--- config.mk ---
export PLATFORM = sky130hd
export DESIGN_NAME = cordic_fsm_param
export DESIGN_NICKNAME = d
export VERILOG_FILES = /design/src/rtl/cordic_fsm_param.sv
export SDC_FILE = /design/constraint.sdc
export NUM_CORES = 1
export LEC_CHECK = 0
export BUFFER_PORTS_ARGS = -buffer_cell sky130_fd_sc_hd__buf_2
export CAP_MARGIN = 20
export CORE_MARGIN = 8
export CORE_UTILIZATION = 50
export DETAILED_ROUTE_END_ITERATION = 12
export GPL_TIMING_DRIVEN = 0
export PLACE_DENSITY = 0.82
export RECOVER_POWER = 100
export SLEW_MARGIN = 15
export SYNTH_ARGS = -nofsm -noshare
export SYNTH_HDL_FRONTEND = slang
export SYNTH_SLANG_ARGS = --single-unit
--- constraint.sdc ---
create_clock -name clk -period 4.4 [get_ports clk]
set_clock_uncertainty 0.2 [all_clocks]
set_input_delay 0 -clock clk [delete_from_list [all_inputs] [get_ports clk]]
set_output_delay 0 -clock clk [all_outputs]
set_load 0.02 [all_outputs]
--- src/rtl/cordic_fsm_param.sv ---
// Control FSM for the iterative CORDIC sine/cosine datapath: sequences register enables and
// one add/sub handshake per variable per iteration. Define CORDIC_TIMEOUT_EN for the add/sub timeout.
module cordic_fsm_param #(
    parameter int ITER    = 26,
    parameter int TIMEOUT = 255,
    localparam int IW     = (ITER > 1) ? $clog2(ITER) : 1
) (
    input  logic          clk,
    input  logic          reset,
    input  logic          beg_FSM_CORDIC,
    input  logic          ACK_FSM_CORDIC,
    input  logic          operation,
    input  logic          mode_in,
    input  logic [1:0]    shift_region_flag,
    input  logic          ready_add_subt,
    output logic          ready_CORDIC,
    output logic          err_CORDIC,
    output logic          beg_add_subt,
    output logic          ack_add_subt,
    output logic [IW-1:0] iter_cnt,
    output logic [1:0]    sel_mux_2,
    output logic          sel_mux_1,
    output logic          sel_mux_3,
    output logic          mode,
    output logic          enab_RB1,
    output logic          enab_RB2,
    output logic          enab_dff_shifted_x,
    output logic          enab_dff_shifted_y,
    output logic          enab_dff_LUT,
    output logic          enab_dff_sign,
    output logic          enab_d_ff_Xn,
    output logic          enab_d_ff_Yn,
    output logic          enab_d_ff_Zn,
    output logic          enab_dff5,
    output logic          enab_d_ff_out
);

    if (ITER < 1 || TIMEOUT < 1) begin : g_param_check
        $error("cordic_fsm_param: ITER and TIMEOUT must both be at least 1");
    end

    localparam logic [IW-1:0] ITER_LAST = IW'(ITER - 1);
    localparam logic [1:0]    VAR_Z     = 2'd2;

    typedef enum logic [3:0] {
        S_IDLE,
        S_LOAD,
        S_MUX,
        S_SHIFT,
        S_BEG,
        S_WAIT,
        S_STORE,
        S_SEL,
        S_OUT,
        S_DONE
`ifdef CORDIC_TIMEOUT_EN
        , S_ERR
`endif
    } state_t;

    state_t        state, state_next;
    logic [IW-1:0] iter_q, iter_next;
    logic [1:0]    var_q, var_next;
    logic          sel3_q;
    logic          mode_q;

`ifdef CORDIC_TIMEOUT_EN
    localparam int TW = ($clog2(TIMEOUT + 1) > 8) ? $clog2(TIMEOUT + 1) : 8;
    localparam logic [TW-1:0] TO_LAST = TW'(TIMEOUT - 1);
    logic [TW-1:0] to_q;

    // Cleared while in BEG so each WAIT visit starts counting from zero.
    always_ff @(posedge clk) begin
        if (!reset) begin
            to_q <= '0;
        end else if (state == S_BEG) begin
            to_q <= '0;
        end else if (state == S_WAIT) begin
            to_q <= to_q + 1'b1;
        end
    end
`endif

    always_ff @(posedge clk) begin
        // NOTE: non-blocking assignments keep every register sampling pre-edge values, whatever the statement order.
        if (!reset) begin
            state  <= S_IDLE;
            iter_q <= '0;
            var_q  <= '0;
            sel3_q <= 1'b0;
            mode_q <= 1'b0;
        end else begin
            state  <= state_next;
            iter_q <= iter_next;
            var_q  <= var_next;
            if (state == S_LOAD) begin
                // Regions 01 and 10 swap the roles of X and Y.
                sel3_q <= operation ^ (shift_region_flag[1] ^ shift_region_flag[0]);
                mode_q <= mode_in;
            end
        end
    end

    always_comb begin
        // NOTE: every signal gets a default first, so no path through the case can infer a latch.
        state_next         = state;
        iter_next          = iter_q;
        var_next           = var_q;
        ready_CORDIC       = 1'b0;
        err_CORDIC         = 1'b0;
        beg_add_subt       = 1'b0;
        ack_add_subt       = 1'b0;
        iter_cnt           = iter_q;
        sel_mux_2          = var_q;
        sel_mux_1          = 1'b0;
        sel_mux_3          = sel3_q;
        mode               = mode_q;
        enab_RB1           = 1'b0;
        enab_RB2           = 1'b0;
        enab_dff_shifted_x = 1'b0;
        enab_dff_shifted_y = 1'b0;
        enab_dff_LUT       = 1'b0;
        enab_dff_sign      = 1'b0;
        enab_d_ff_Xn       = 1'b0;
        enab_d_ff_Yn       = 1'b0;
        enab_d_ff_Zn       = 1'b0;
        enab_dff5          = 1'b0;
        enab_d_ff_out      = 1'b0;

        unique case (state)
            S_IDLE: begin
                iter_next = '0;
                var_next  = '0;
                if (beg_FSM_CORDIC) state_next = S_LOAD;
            end
            S_LOAD: begin
                enab_RB1   = 1'b1;
                state_next = S_MUX;
            end
            S_MUX: begin
                enab_RB2   = 1'b1;
                sel_mux_1  = (iter_q != '0);
                state_next = S_SHIFT;
            end
            S_SHIFT: begin
                enab_dff_shifted_x = 1'b1;
                enab_dff_shifted_y = 1'b1;
                enab_dff_LUT       = 1'b1;
                enab_dff_sign      = 1'b1;
                state_next         = S_BEG;
            end
            S_BEG: begin
                beg_add_subt = 1'b1;
                state_next   = S_WAIT;
            end
            S_WAIT: begin
                if (ready_add_subt) begin
                    state_next = S_STORE;
`ifdef CORDIC_TIMEOUT_EN
                end else if (to_q == TO_LAST) begin
                    state_next = S_ERR;
`endif
                end
            end
            S_STORE: begin
                ack_add_subt = 1'b1;
                unique case (var_q)
                    2'd0:    enab_d_ff_Xn = 1'b1;
                    2'd1:    enab_d_ff_Yn = 1'b1;
                    default: enab_d_ff_Zn = 1'b1;
                endcase
                if (var_q != VAR_Z) begin
                    var_next   = var_q + 1'b1;
                    state_next = S_BEG;
                end else if (iter_q != ITER_LAST) begin
                    iter_next  = iter_q + 1'b1;
                    var_next   = '0;
                    state_next = S_MUX;
                end else begin
                    state_next = S_SEL;
                end
            end
            S_SEL: begin
                enab_dff5  = 1'b1;
                state_next = S_OUT;
            end
            S_OUT: begin
                enab_d_ff_out = 1'b1;
                state_next    = S_DONE;
            end
            S_DONE: begin
                ready_CORDIC = 1'b1;
                if (ACK_FSM_CORDIC) begin
                    iter_next  = '0;
                    var_next   = '0;
                    state_next = S_IDLE;
                end
            end
`ifdef CORDIC_TIMEOUT_EN
            S_ERR: begin
                err_CORDIC = 1'b1;
                iter_cnt   = '0;
                sel_mux_2  = '0;
                sel_mux_3  = 1'b0;
                mode       = 1'b0;
                if (ACK_FSM_CORDIC) begin
                    iter_next  = '0;
                    var_next   = '0;
                    state_next = S_IDLE;
                end
            end
`endif
            default: begin
                state_next = S_IDLE;
            end
        endcase
    end

endmodule

Yosys cells after proc, flatten, opt, wreduce, memory -nomap -nowiden
Cells that the tools add are included.
- input port bits: 9
- ROM bits: 0
- memories: 0
- register bits after elaboration: 13
- bits in latches: 0
- memory bits (writable): 0
- mux-type cells: 29
- add/subtract/negate cells: 2
- shift operators: 0
- div/mod/pow operators: 0
- eq/ne operators: 18
- bitwise operators: 2
- multipliers: 0
- $lt $le $gt $ge: 0
- reduce and logical (&&, ||, !) cells: 8
- operator list (kind ; count):
    4-bit one-hot mux with 10 select lines ; 1
    4-bit by 3-bit equality test with 1-bit output (second input constant) ; 4
    1-bit two-way mux ; 15
    5-bit two-way mux ; 3
    5-bit one-hot mux with 3 select lines ; 1
    4-bit two-way mux ; 3
    2-bit inequality test (second input constant) ; 6
    4-bit by 2-bit equality test with 1-bit output (second input constant) ; 2
    4-bit equality test (second input constant) ; 2
    2-bit two-way mux ; 3
    3-bit two-way mux ; 2
    2-bit one-hot mux with 3 select lines ; 1
    3-bit AND reduction ; 2
    5-bit by 1-bit adder with 5-bit output (second input constant) ; 1
    5-bit inequality test (second input constant) ; 1
    5-bit nonzero test ; 1
    4-bit by 1-bit equality test with 1-bit output (second input constant) ; 1
    4-bit zero test ; 1
    4-bit AND reduction ; 1
    3-bit inequality test (second input constant) ; 1
    3-bit nonzero test ; 1
    2-bit by 1-bit adder with 2-bit output (second input constant) ; 1
    2-bit by 1-bit equality test with 1-bit output (second input constant) ; 1
    2-bit zero test ; 1
    other kinds (2) ; 3

Depth between registers and ports, before layout
Gate-level depths: netlist (run 1).
- depth after elaboration: 4
- gate-level depth with buffers: 6
- mapped depth without buffers: 6

Worst setup path before layout (run 1)
No wires, ideal clock.
- path kind: register -> register
- from: reg iter_q[1] (netlist: iter_cnt[1])
- to: reg iter_q[4] (netlist: iter_cnt[4])
- stages on the path, launching flop included: 7
- setup time: 0.071 ns
- clock period less this slack: 1.974 ns
- data arrival time: 1.703 ns
- slack: 2.426 ns
- path through: dfxtp_1 -> inv_1 -> ha_1 -> nand4b_1 -> a31oi_1 -> or4_1 -> a21oi_1
- longest elaborated chain between the ends: 4
- elaborated cells on any way between the ends: 7
- ends and longest elaborated chain (what ; line ; RTL):
    from (decl) ; 62 ; logic [IW-1:0] iter_q, iter_next;
    from (signal assigned) ; 94 ; iter_q <= iter_next;
    5-bit by 1-bit adder with 5-bit output ; 176 ; iter_next = iter_q + 1'b1;
    5-bit two-way mux ; 175 ; end else if (iter_q != ITER_LAST) begin
    5-bit two-way mux ; 172 ; if (var_q != VAR_Z) begin
    5-bit one-hot mux with 3 select lines ; 130 ; unique case (state)
Parallel ways exist; a longest one is shown, timed or not. The select of a mux whose other input is x is not followed.
A chain may end at the register's enable or synchronous reset.

Worst setup path after layout (run 1)
- from: reg state[1]
- to: out sel_mux_1
- longest elaborated chain between the ends: 2
- ends and longest elaborated chain (what ; line ; RTL):
    from (decl) ; 61 ; state_t state, state_next;
    from (signal assigned) ; 93 ; state <= state_next;
    4-bit by 2-bit equality test with 1-bit output ; 130 ;
    1-bit two-way mux ; 130 ;
    to (decl) ; 22 ; output logic sel_mux_1,
No other way between the ends.

==> reports/summary.md, run 1 <==
The run finished with clean final reports. The type of the setup path with the least slack was reg2out. The worst reg2reg path depth came out at 6.

The full die area was 3360 µm². Summed over all layers, the routed wires come to 2370 µm. The worst min-delay path endpoint is sel_mux_3.

The transition time at the pin with the least slew margin came out at 0.701 ns. The tools report the category of the worst setup path capture point as an output pin. The iteration-0 DRC count of the detailed router is 34, and the die outline width is 58.0 µm. The area growth from synthesis to layout is 23.0%. For the pin count of the biggest net entering global routing, the log shows 11. After synthesis, flip-flops and latches occupy 29.5% of the total area. The routed design uses 144 µm of met3 wire. The number of distinct library cells after synthesis is 38, and the post-route fraction of the period consumed by the critical path is 48.2%.

Post-CTS repair changed the size of 0 cells. The tools report the antenna diode instance count as 0. In the synthesized netlist the async set-or-reset flop fraction comes to 0%. The hold violation total from the final report was 0. The average wire per cell in the routed design was 14.6 µm; the residual overflow from global routing was 0. Once routing completed, OpenROAD measured the worst setup slack at 2.28 ns.

TritonCTS built the clock tree. Global routing used 14.3% of the available tracks. After clock tree synthesis, the clock-pin slew on the worst setup and hold paths is 0.08 ns. Among the stages of the critical path, the cell type that occurs most often is sky130_fd_sc_hd__clkbuf_1. The number of instances in the synthesized netlist is 106, and the via-per-instance ratio is 5.74. For the number of H-tree branching levels, the log shows 1.

The worst hold path begins at operation. The routed design could run at a clock period as short as 2.12 ns. The via count of the first global-routing pass was 823. The endpoint identified for the worst register-to-register timing path is iter_cnt[3]. Across all layers, the routed design uses 935 vias.

The type of the most critical hold path is in2reg. Summed over all failing endpoints, the final setup total negative slack is 0 ns. After detailed routing, the wire length on met1 is 952 µm. Most used flip-flop cell after synthesis: sky130_fd_sc_hd__dfxtp_1. The I/O pin total is 34, and the worst setup slack after placement is 2.35 ns.

The startpoint identified for the worst register-to-register timing path is iter_cnt[1]. The start point of the critical path is state[1]. The detail route stage leaves a number of antenna-violating nets equal to 0. In this design, the stage delay of the slowest critical-path cell is 0.39 ns.

The first global-routing pass estimated 3840 µm of wire. The floorplan step defined a core boundary enclosing 1690 µm². During placement, the flow inserted port buffers numbering 32. For this run, design rule violations remaining after detail routing come to 0. In this run, post-CTS hold repair placed 4 buffers. After synthesis the netlist holds a flip-flop and latch count of 13. The logs give 52.1% for the starting density of the core and 0.28 ns for the source-to-sink clock delay at the later pin of the worst-skew pair.

Height of the die: 58.0 µm. Data on the critical path is required at its endpoint by 4.20 ns. The maximum fanout along the worst path is 10. Setup repair after global routing left no endpoint under its margin.

Overall power consumption after layout is estimated at 0.000330 W. The worst register-to-register path has a setup slack of 2.32 ns. The tree is rooted in a sky130_fd_sc_hd__clkbuf_4. The max-slew violation count was 0. Signal routing reaches up to met4. STA classifies the critical path startpoint as a flop. Setup violations remaining at the end of the flow were counted as 0.

The global placement routability congestion came out at 0.779. After the last flow step, the layout net total stands at 159. Counting along the longest clock path gives a buffer depth of 2. The ratio of cells with drive above 1 in the final layout was 11.6%; the number of search-and-repair iterations in the first detailed-routing pass was 4. The total number of clock tree sinks was 13. During synthesis, Yosys emitted a total of 0 warnings. The signal on the critical path passes through clkbuf_1 > nand2b_1 > nor3_1 > o41a_1 > clkbuf_1. The logs give 0.000269 V for the worst IR drop on VDD and 881 µm² for the mapped cell area. The routed design uses 1250 µm of met2 wire.

For the number of antenna violations at the first check in global routing, the log shows 0. The worst hold path passes through 5 cells. Static timing analysis puts the maximum clock frequency at 471 MHz. The tools report the HPWL after detailed placement as 1710 µm. A synthesized cell averages 8.31 µm².

In this run the tightest slew margin relative to its limit is 53.1%. The number of buffers added by the clock tree synthesis step is 3, and the max capacitance violation total is 0. The slowest stage of the critical path belongs to the cell sky130_fd_sc_hd__dfxtp_1. When the netlist entered floorplanning its net count stood at 118. The analysis attributes to cell leakage a power of 0.389 nW. STA puts the critical path data arrival time at 1.92 ns. The number of buffers added for setup after CTS is 0, and the number of enable flip-flop cells after synthesis is 0.

Total power per unit cell area: 305 nW/µm². For the placement row count, the log shows 15.
-- area by class of cell --
cell class	instances	area, µm²
buffer	10	52.6
fill	165	606
timing repair buffer	36	170
sequential	13	260
tap	17	21.3
inverter	7	26.3
multi-input combinational	76	527
clock buffer	4	26.3
-- stage by stage --
step	util, %	std cells	instance area (µm²)	hold WS (ns)
6_report	64.1	163	1080	0.0623
3_3_place_gp	62.9	155	1060	0.0706
4_1_cts	66.8	163	1130	0.0285
3_5_place_dp	62.9	155	1060	0.0876
2_1_floorplan	-	106	881	-0.0304
5_1_grt	64.1	163	1080	0.109
-- registers in the layout, summed over array words and instances, names as in the netlist --
signal,flops
state,4
iter_cnt,5
sel_mux_2,2
mode,1
sel_mux_3,1
-- routing by layer --
layer,global-route usage (%),up-vias
met5,0,-
met1,16.5,439
li1,-,461
met3,5.52,4
met2,23.7,31
met4,4.20,0
-- Yosys cell counts, types with 3 or more instances --
cell	count	area [µm²]
sky130_fd_sc_hd__o31ai_1	3	22.5
sky130_fd_sc_hd__o21a_1	3	22.5
sky130_fd_sc_hd__ha_1	3	37.5
sky130_fd_sc_hd__buf_4	4	30.0
sky130_fd_sc_hd__a21oi_1	7	35.0
sky130_fd_sc_hd__nand2_1	3	11.3
sky130_fd_sc_hd__dfxtp_1	13	260
sky130_fd_sc_hd__clkbuf_1	5	18.8
sky130_fd_sc_hd__nand2b_1	5	31.3
sky130_fd_sc_hd__nor2_1	3	11.3
sky130_fd_sc_hd__nor3_1	6	30.0
sky130_fd_sc_hd__o21ai_0	4	20.0
sky130_fd_sc_hd__inv_1	7	26.3
sky130_fd_sc_hd__or4_1	3	22.5
sky130_fd_sc_hd__nand3_1	3	15.0
sky130_fd_sc_hd__nor2b_1	5	31.3
sky130_fd_sc_hd__mux2i_1	3	30.0
-- critical path, delay by kind of cell, from the launching register on --
kind / cells / cell delay [ns]
DFF: 1 / 0.39
AOI/OAI and AO/OA: 1 / 0.21
buffers and inverters: 2 / 0.58
and+or+nand+nor: 2 / 0.46
-- cell usage in the layout, fill, tap and decap left out, drive strengths merged, types with 3 or more instances in the layout --
| cell | n |
|---|---|
| inv | 7 |
| nor3 | 6 |
| dlygate4sd3 | 4 |
| mux2i | 3 |
| nor2 | 3 |
| nor2b | 5 |
| nand3 | 3 |
| nand2 | 3 |
| nand2b | 5 |
| dfxtp | 13 |
| o21ai | 4 |
| clkbuf | 34 |
| buf | 12 |
| ha | 3 |
| o21a | 3 |
| a21oi | 7 |
| o31ai | 3 |
| or4 | 3 |
-- cells by family after synthesis --
| logic type | share of synthesized area, % |
|---|---|
| adder cells (fa/ha/maj) | 4.26 |
| flip-flops | 29.5 |
| other | 0.426 |
| buffers and inverters | 9.80 |
| AO/OA/AOI/OAI | 22.3 |
| XOR/XNOR | 1.99 |
| AND/OR/NAND/NOR | 28.3 |
| multiplexers | 3.41 |
-- how the worst max path moves through the flow --
stage | end | depth (start not counted)
final | sel_mux_1 | 5
after global routing | iter_cnt[0] | 5
after CTS | iter_cnt[3] | 6
after detailed placement | iter_cnt[4] | 6
after global placement | iter_cnt[3] | 6
after floorplan | iter_cnt[4] | 6
-- power breakdown --
part | switching (W) | internal (W) | leakage [nW]
Sequential | 0.00000878 | 0.000126 | 0.105
Clock | 0.0000404 | 0.0000352 | 0.0150
Combinational | 0.0000750 | 0.0000448 | 0.268
Note: power is estimated with default switching activity, not from simulation.
==> run 2, diff against run 1 <==
- CORE_UTILIZATION: 50 -> 43
- PLACE_DENSITY: 0.82 -> 0.75
- clock period: 4.4 -> 1.9 ns (I/O delays scaled with it)
==> reports/summary.md, run 2 (synthesized netlist as in run 1, its figures left out) <==
The flow ran to the end, and the final reports show no timing, DRC or antenna violations. The type of the setup path with the least slack was reg2out. Count of nets after finishing: 163 (+2.5%).

Max capacitance violation total: 0 (unchanged). The instance area after placement was 1080 µm² (+1.3%); the total number of clock tree sinks was 13 (unchanged). The worst-case setup margin in the final layout came out at 0.0662 ns (-2.21 ns). The hold violation total from the final report came out at 0 (unchanged). The tools report the HPWL after detailed placement as 1740 µm (+1.5%). The number of H-tree branching levels was 1 (unchanged); the worst reg2reg path depth was 7 (+1). Placement row count: 16 (+1). CTS placed an instance of sky130_fd_sc_hd__clkbuf_4 at the clock tree root.

The post-route cell area is 1200 µm² (+11%), and the full die area is 3750 µm² (+12%). For the max-slew violation count, the log shows 0 (unchanged). Setup repair after global routing could not meet its margin everywhere.

The antenna diode instance count is 0 (unchanged), and the quantity of I/O buffers inserted on ports is 32 (unchanged). The maximum fanout along the worst path was 10 (unchanged); the cell total after placement was 165 (+6.5%). The core occupancy in the finished layout is 61.8% (-2.4 points), and the number of antenna violations at the first check in global routing is 0 (unchanged).

The type of the most critical hold path is in2reg. The clock slew at the register clock pins of the worst setup and hold paths works out to 0.08 ns (about the same). The library cells used most frequently in the layout, excluding fill and tap cells, are 23 x sky130_fd_sc_hd__buf_2, 13 x sky130_fd_sc_hd__clkbuf_1, 9 x sky130_fd_sc_hd__dfxtp_1.

The number of failing setup endpoints in the final timing report was 0 (unchanged); the via-per-instance ratio was 5.34 (-6.9%). The worst setup slack after placement is -0.0767 ns (-2.43 ns). Total routed wirelength: 2600 µm (+9.7%). The data arrival time of the critical path came out at 1.63 ns (-0.29 ns). Most common cell after layout, fill and taps aside: sky130_fd_sc_hd__buf_2.

The source-to-sink clock delay at the later pin of the worst-skew pair is 0.29 ns (about the same), and the number of search-and-repair iterations in the first detailed-routing pass is 4 (unchanged). The run gives 1.70 ns (-2.50 ns) as the data required time of the worst path. The detailed-route DRC error count is 0 (unchanged), and the count of antenna-violating nets left after detailed routing is 0 (unchanged). The worst IR drop on VDD came out at 0.000582 V (+120%). Total power per unit cell area: 685 nW/µm² (+120%). The relative slew slack is 63.4% (+10 points), and the die outline width is 61.3 µm (+5.7%).

The accumulated negative setup slack is 0 ns (unchanged), and the core outline area is 1940 µm² (+15%). The average wire per cell in the routed design was 14.7 µm (+1.1%); the pin count of the biggest net entering global routing was 11 (unchanged). The transition time at the pin with the least slew margin works out to 0.545 ns (-0.156 ns). The standby leakage power came out at 0.489 nW (+26%). The number of buffers added by the clock tree synthesis step is 3 (unchanged). The post-route fraction of the period consumed by the critical path came out at 96.5%.

STA classifies the critical path startpoint as a flop. TritonCTS built the clock tree. The combined global-route utilization of all metal layers is 13.7% (-0.59 points), and the global placement routability congestion is 0.759 (-2.5%). The flip-flop count of the largest register after layout came out at 5 (unchanged). The count of placed standard cells in the final layout, fillers left out was 177 (+8.6%).

The tools report the wire length of the first global-routing pass as 3930 µm (+2.2%). For the finished layout, the period the worst path requires is 1.83 ns. The signed area change from the synthesized netlist to the final layout was 36.2%.

Height of the die: 61.3 µm (+5.7%). The worst hold path depth works out to 5 (unchanged). The via count of the first global-routing pass came out at 931 (+13%). The category of the worst setup path capture point is an output pin. The total vias in the final route was 945 (+1.1%); the iteration-0 DRC count of the detailed router was 25 (-26%). The run gives 34 (unchanged) as the I/O pin total. The fmax was 545 MHz. The ratio of cells with drive above 1 in the final layout was 30.7% (+19 points); the maximum count of clock buffers along a single path was 2 (unchanged). The starting density of the core was 45.4% (-6.8 points). The residual overflow from global routing is 0 (unchanged).
==> run 2: layout make-up <==
| cell class | instances | area [µm²] |
|---|---|---|
| sequential | 13 | 265 |
| inverter | 7 | 26.3 |
| tap | 27 | 33.8 |
| timing repair buffer | 39 | 214 |
| clock inverter | 1 | 5.00 |
| clock buffer | 3 | 22.5 |
| buffer | 10 | 61.3 |
| multi-input combinational | 77 | 572 |
| fill | 186 | 742 |
==> run 2: worst max-delay path, cell delays in order (launching register included) <==
cell and delay, ns:
sky130_fd_sc_hd__dfxtp_1 0.34, sky130_fd_sc_hd__clkbuf_1 0.21, sky130_fd_sc_hd__nor3_1 0.52, sky130_fd_sc_hd__buf_2 0.28
==> run 2: power by group <==
group / total [W] / internal (W) / switching, W
registers: 0.000318 / 0.000294 / 0.0000244
logic: 0.000319 / 0.000133 / 0.000186
clock network: 0.000185 / 0.0000784 / 0.000106
==> run 2: routing by layer <==
metal / GRT usage [%] / vias to the layer above / wire [µm]
li1: - / 469 / -
met1: 15.0 / 435 / 1070
met2: 23.4 / 34 / 1350
met3: 3.76 / 7 / 144
met4: 6.98 / 0 / 39
met5: 0 / - / 0
==> run 2: what timing repair did <==
item                                    4_1_cts  5_1_grt
hold buffers                                  5        0
pin swaps                                     0        1
resized for setup                             4        4
endpoints found under the setup margin       10        7
buffers inserted                              0        2
hold endpoints to repair                      7        0
gates cloned                                  0        1
==> run 2: path summary, 6_finish.rpt <==
| path | endpoint | startpoint | slack (ns) |
|---|---|---|---|
| worst max-delay path | enab_RB1 | state[3] | 0.07 |
| worst min-delay path | state[0] | beg_FSM_CORDIC | 0.04 |
| worst max register to register | iter_cnt[3] | iter_cnt[1] | 0.07 |
| worst min register to register | iter_cnt[1] | iter_cnt[1] | 0.31 |
==> run 2: per-stage QoR <==
| step | power [W] | hold WS [ns] |
|---|---|---|
| detailed placement | 0.000616 | 0.0770 |
| floorplan | 0.000538 | -0.0304 |
| global route | 0.000869 | 0.0833 |
| finish | 0.000822 | 0.0397 |
| CTS | 0.000810 | 0.0572 |
| global placement | 0.000606 | 0.0649 |
==> run 3, diff against run 2 <==
==> constraint.sdc (replaced) <==
create_clock -name clk -period 1.9 [get_ports clk]
set_clock_uncertainty 0.2 [all_clocks]
set_input_delay 0.095 -clock clk [delete_from_list [all_inputs] [get_ports clk]]
set_output_delay 0.095 -clock clk [all_outputs]
set_load 0.02 [all_outputs]
==> reports/summary.md, run 3 (synthesized netlist as in run 1, its figures left out) <==
The library cell used most frequently in the layout, excluding fill and tap cells, is sky130_fd_sc_hd__buf_2. Max-slew violation count: 0 (unchanged). The core outline area was 1940 µm² (unchanged); the source-to-sink clock delay at the later pin of the worst-skew pair was 0.28 ns (about the same). Total power per unit cell area: 682 nW/µm² (-0.46%). TritonCTS built the clock tree.

The max capacitance violation total is 0 (unchanged), and the number of H-tree branching levels is 1 (unchanged). For the standby leakage power, the log shows 0.490 nW (+0.23%). For the worst hold slack, the log shows 0.0492 ns (+0.00956 ns). The flip-flop count of the largest register after layout works out to 5 (unchanged).

The count of placed standard cells in the final layout, fillers left out is 175 (-1.1%). The data required time of the worst path was 1.60 ns (-0.10 ns); the number of failing setup endpoints in the final timing report was 0 (unchanged). Total routed wirelength: 2350 µm (-9.8%). The via-per-instance ratio works out to 5.22 (-2.2%).

For the count of antenna-violating nets left after detailed routing, the log shows 0 (unchanged). The setup slack of the most critical reg-to-reg path came out at 0.07 ns (about the same). The filler cell count came out at 189 (+1.6%). For the met1 usage in global routing, the log shows 15.5% (+0.46 points). Global placement routability congestion: 0.788 (+3.8%). The run gives 3840 µm (-2.3%) as the wire length of the first global-routing pass. The worst hold path depth is 4 (-1). The worst-case setup margin in the final layout is 0.0728 ns (+0.00662 ns), and the starting density of the core is 45.4% (unchanged). For the full die area, the log shows 3750 µm² (unchanged). Clock root buffer master: sky130_fd_sc_hd__clkbuf_4.

Met3 track utilization from global routing: 4.38% (+0.63 points). The transition time at the pin with the least slew margin is 0.503 ns (-0.0412 ns). The die outline width came out at 61.3 µm (unchanged).

The placement row count was 16 (unchanged); the average wire per cell in the routed design was 13.4 µm (-8.8%). The tools report the reg-to-reg critical path startpoint as iter_cnt[1]. The type of the setup path with the least slack was reg2out. For the data arrival time of the critical path, the log shows 1.53 ns (-0.10 ns). Combined global-route utilization of all metal layers: 13.3% (-0.35 points). In this run the most used layer during global routing was met2.

Number of search-and-repair iterations in the first detailed-routing pass: 4 (unchanged). In the layout the commonest cells are 24 x sky130_fd_sc_hd__buf_2, 11 x sky130_fd_sc_hd__clkbuf_1, 9 x sky130_fd_sc_hd__dfxtp_1. The quantity of I/O buffers inserted on ports is 32 (unchanged), and the detailed-route DRC error count is 0 (unchanged). The ratio of cells with drive above 1 in the final layout came out at 34.5% (+3.8 points). The run finished with clean final reports. The height of the die is 61.3 µm (unchanged).

The pin count of the biggest net entering global routing was 11 (unchanged); the signed area change from the synthesized netlist to the final layout was 37.4%. The clock slew at the register clock pins of the worst setup and hold paths was 0.09 ns (about the same); the via count of the first global-routing pass was 894 (-4.0%). The tools report the fmax as 547 MHz (+0.36%). For the worst setup slack after placement, the log shows -0.0635 ns (+0.0132 ns). The path class of the tightest hold or removal check is in2reg.

The count of nets after finishing was 161 (-1.2%); the number of buffers added by the clock tree synthesis step was 3 (unchanged). The worst hold path terminates at state[3]. The tools report the core occupancy in the finished layout as 62.3% (+0.52 points). The relative slew slack was 66.2% (+2.8 points). Post-route cell area: 1210 µm² (+0.83%).

The end of the worst register-to-register path is iter_cnt[4]. STA classifies the critical path endpoint as an output pin. The logs give 22.1% (-1.3 points) for the met2 usage in global routing and 1740 µm (about the same) for the HPWL after detailed placement.

The maximum count of clock buffers along a single path was 2 (unchanged). The maximum fanout along the worst path works out to 10 (unchanged). The antenna diode instance count was 0 (unchanged); the iteration-0 DRC count of the detailed router was 14 (-44%).

The run gives 0.000455 V (-22%) as the worst IR drop on VDD. The I/O pin total was 34 (unchanged); the post-route fraction of the period consumed by the critical path was 96.2% (-0.35 points). The tools report the total number of clock tree sinks as 13 (unchanged).

The number of antenna violations at the first check in global routing was 0 (unchanged); the cell total after placement was 165 (unchanged). For the total vias in the final route, the log shows 914 (-3.3%). Worst reg2reg path depth: 6 (-1). Setup repair after global routing could not meet its margin everywhere. The residual overflow from global routing is 0 (unchanged), and the final critical delay including setup and external delays is 1.83 ns (-0.00662 ns).

The run gives 0 (unchanged) as the hold violation total from the final report. STA classifies the critical path startpoint as a flop. The worst min-delay path startpoint was ACK_FSM_CORDIC. The tools report the instance area after placement as 1080 µm² (+0.47%).
-- run 3: cell types whose count changed in the layout (fill, tap and decap cells not counted), sizes merged --
cell	change
a31oi	-1
clkbuf	-2
buf	+3
dlygate4sd3	-2
-- run 3: cell type report --
cell class | instances | area (µm²) | share of cell area [%]
flip-flops and latches | 13 | 268 | 22.1
clock buffers | 3 | 22.5 | 1.86
multi-input cells | 76 | 587 | 48.5
inverters | 7 | 26.3 | 2.17
well taps | 27 | 33.8 | 2.79
plain buffers | 10 | 66.3 | 5.48
clock inverters | 1 | 5.00 | 0.414
repair buffers | 38 | 201 | 16.6
-- run 3: how the worst max path moves through the flow --
stage	start	cells after the start	endpoint	slack, ns
after floorplan	iter_cnt[1]	6	iter_cnt[4]	0.03
after global placement	iter_cnt[1]	6	iter_cnt[3]	-0.04
after detailed placement	iter_cnt[1]	6	iter_cnt[4]	-0.06
after CTS	iter_cnt[1]	6	iter_cnt[4]	-0.03
after global routing	iter_cnt[1]	6	iter_cnt[4]	-0.01
final	state[1]	3	enab_RB1	0.07
-- run 3: worst max-delay path: stages, from the launching register on --
cell,delay (ns)
sky130_fd_sc_hd__dfxtp_2,0.36
sky130_fd_sc_hd__buf_4,0.18
sky130_fd_sc_hd__nor3_1,0.44
sky130_fd_sc_hd__buf_2,0.26
-- run 3: power breakdown --
group	internal, W	leakage (nW)	switching (W)
Combinational	0.000142	0.365	0.000184
Sequential	0.000293	0.107	0.0000250
Clock	0.0000781	0.0177	0.000103
-- run 3: per-layer routing --
layer	up-vias	wire length (µm)
met2	24	1190
met3	4	96
met5	-	0
met4	0	23
li1	459	-
met1	427	1030
-- run 3: through the flow --
step,power (W),setup TNS [ns]
4_1_cts,0.000801,-0.0647
5_1_grt,0.000878,-0.0295
6_report,0.000825,0
3_3_place_gp,0.000608,-0.0735
3_5_place_dp,0.000617,-0.165
2_1_floorplan,0.000541,0
-- run 3: timing repair --
action	4_1_cts	5_1_grt
pin swaps	0	4
hold buffers	3	0
setup endpoints to repair	11	16
cloned	0	0
gates resized for setup	2	19
endpoints found under the hold margin	3	0
setup buffers	0	3
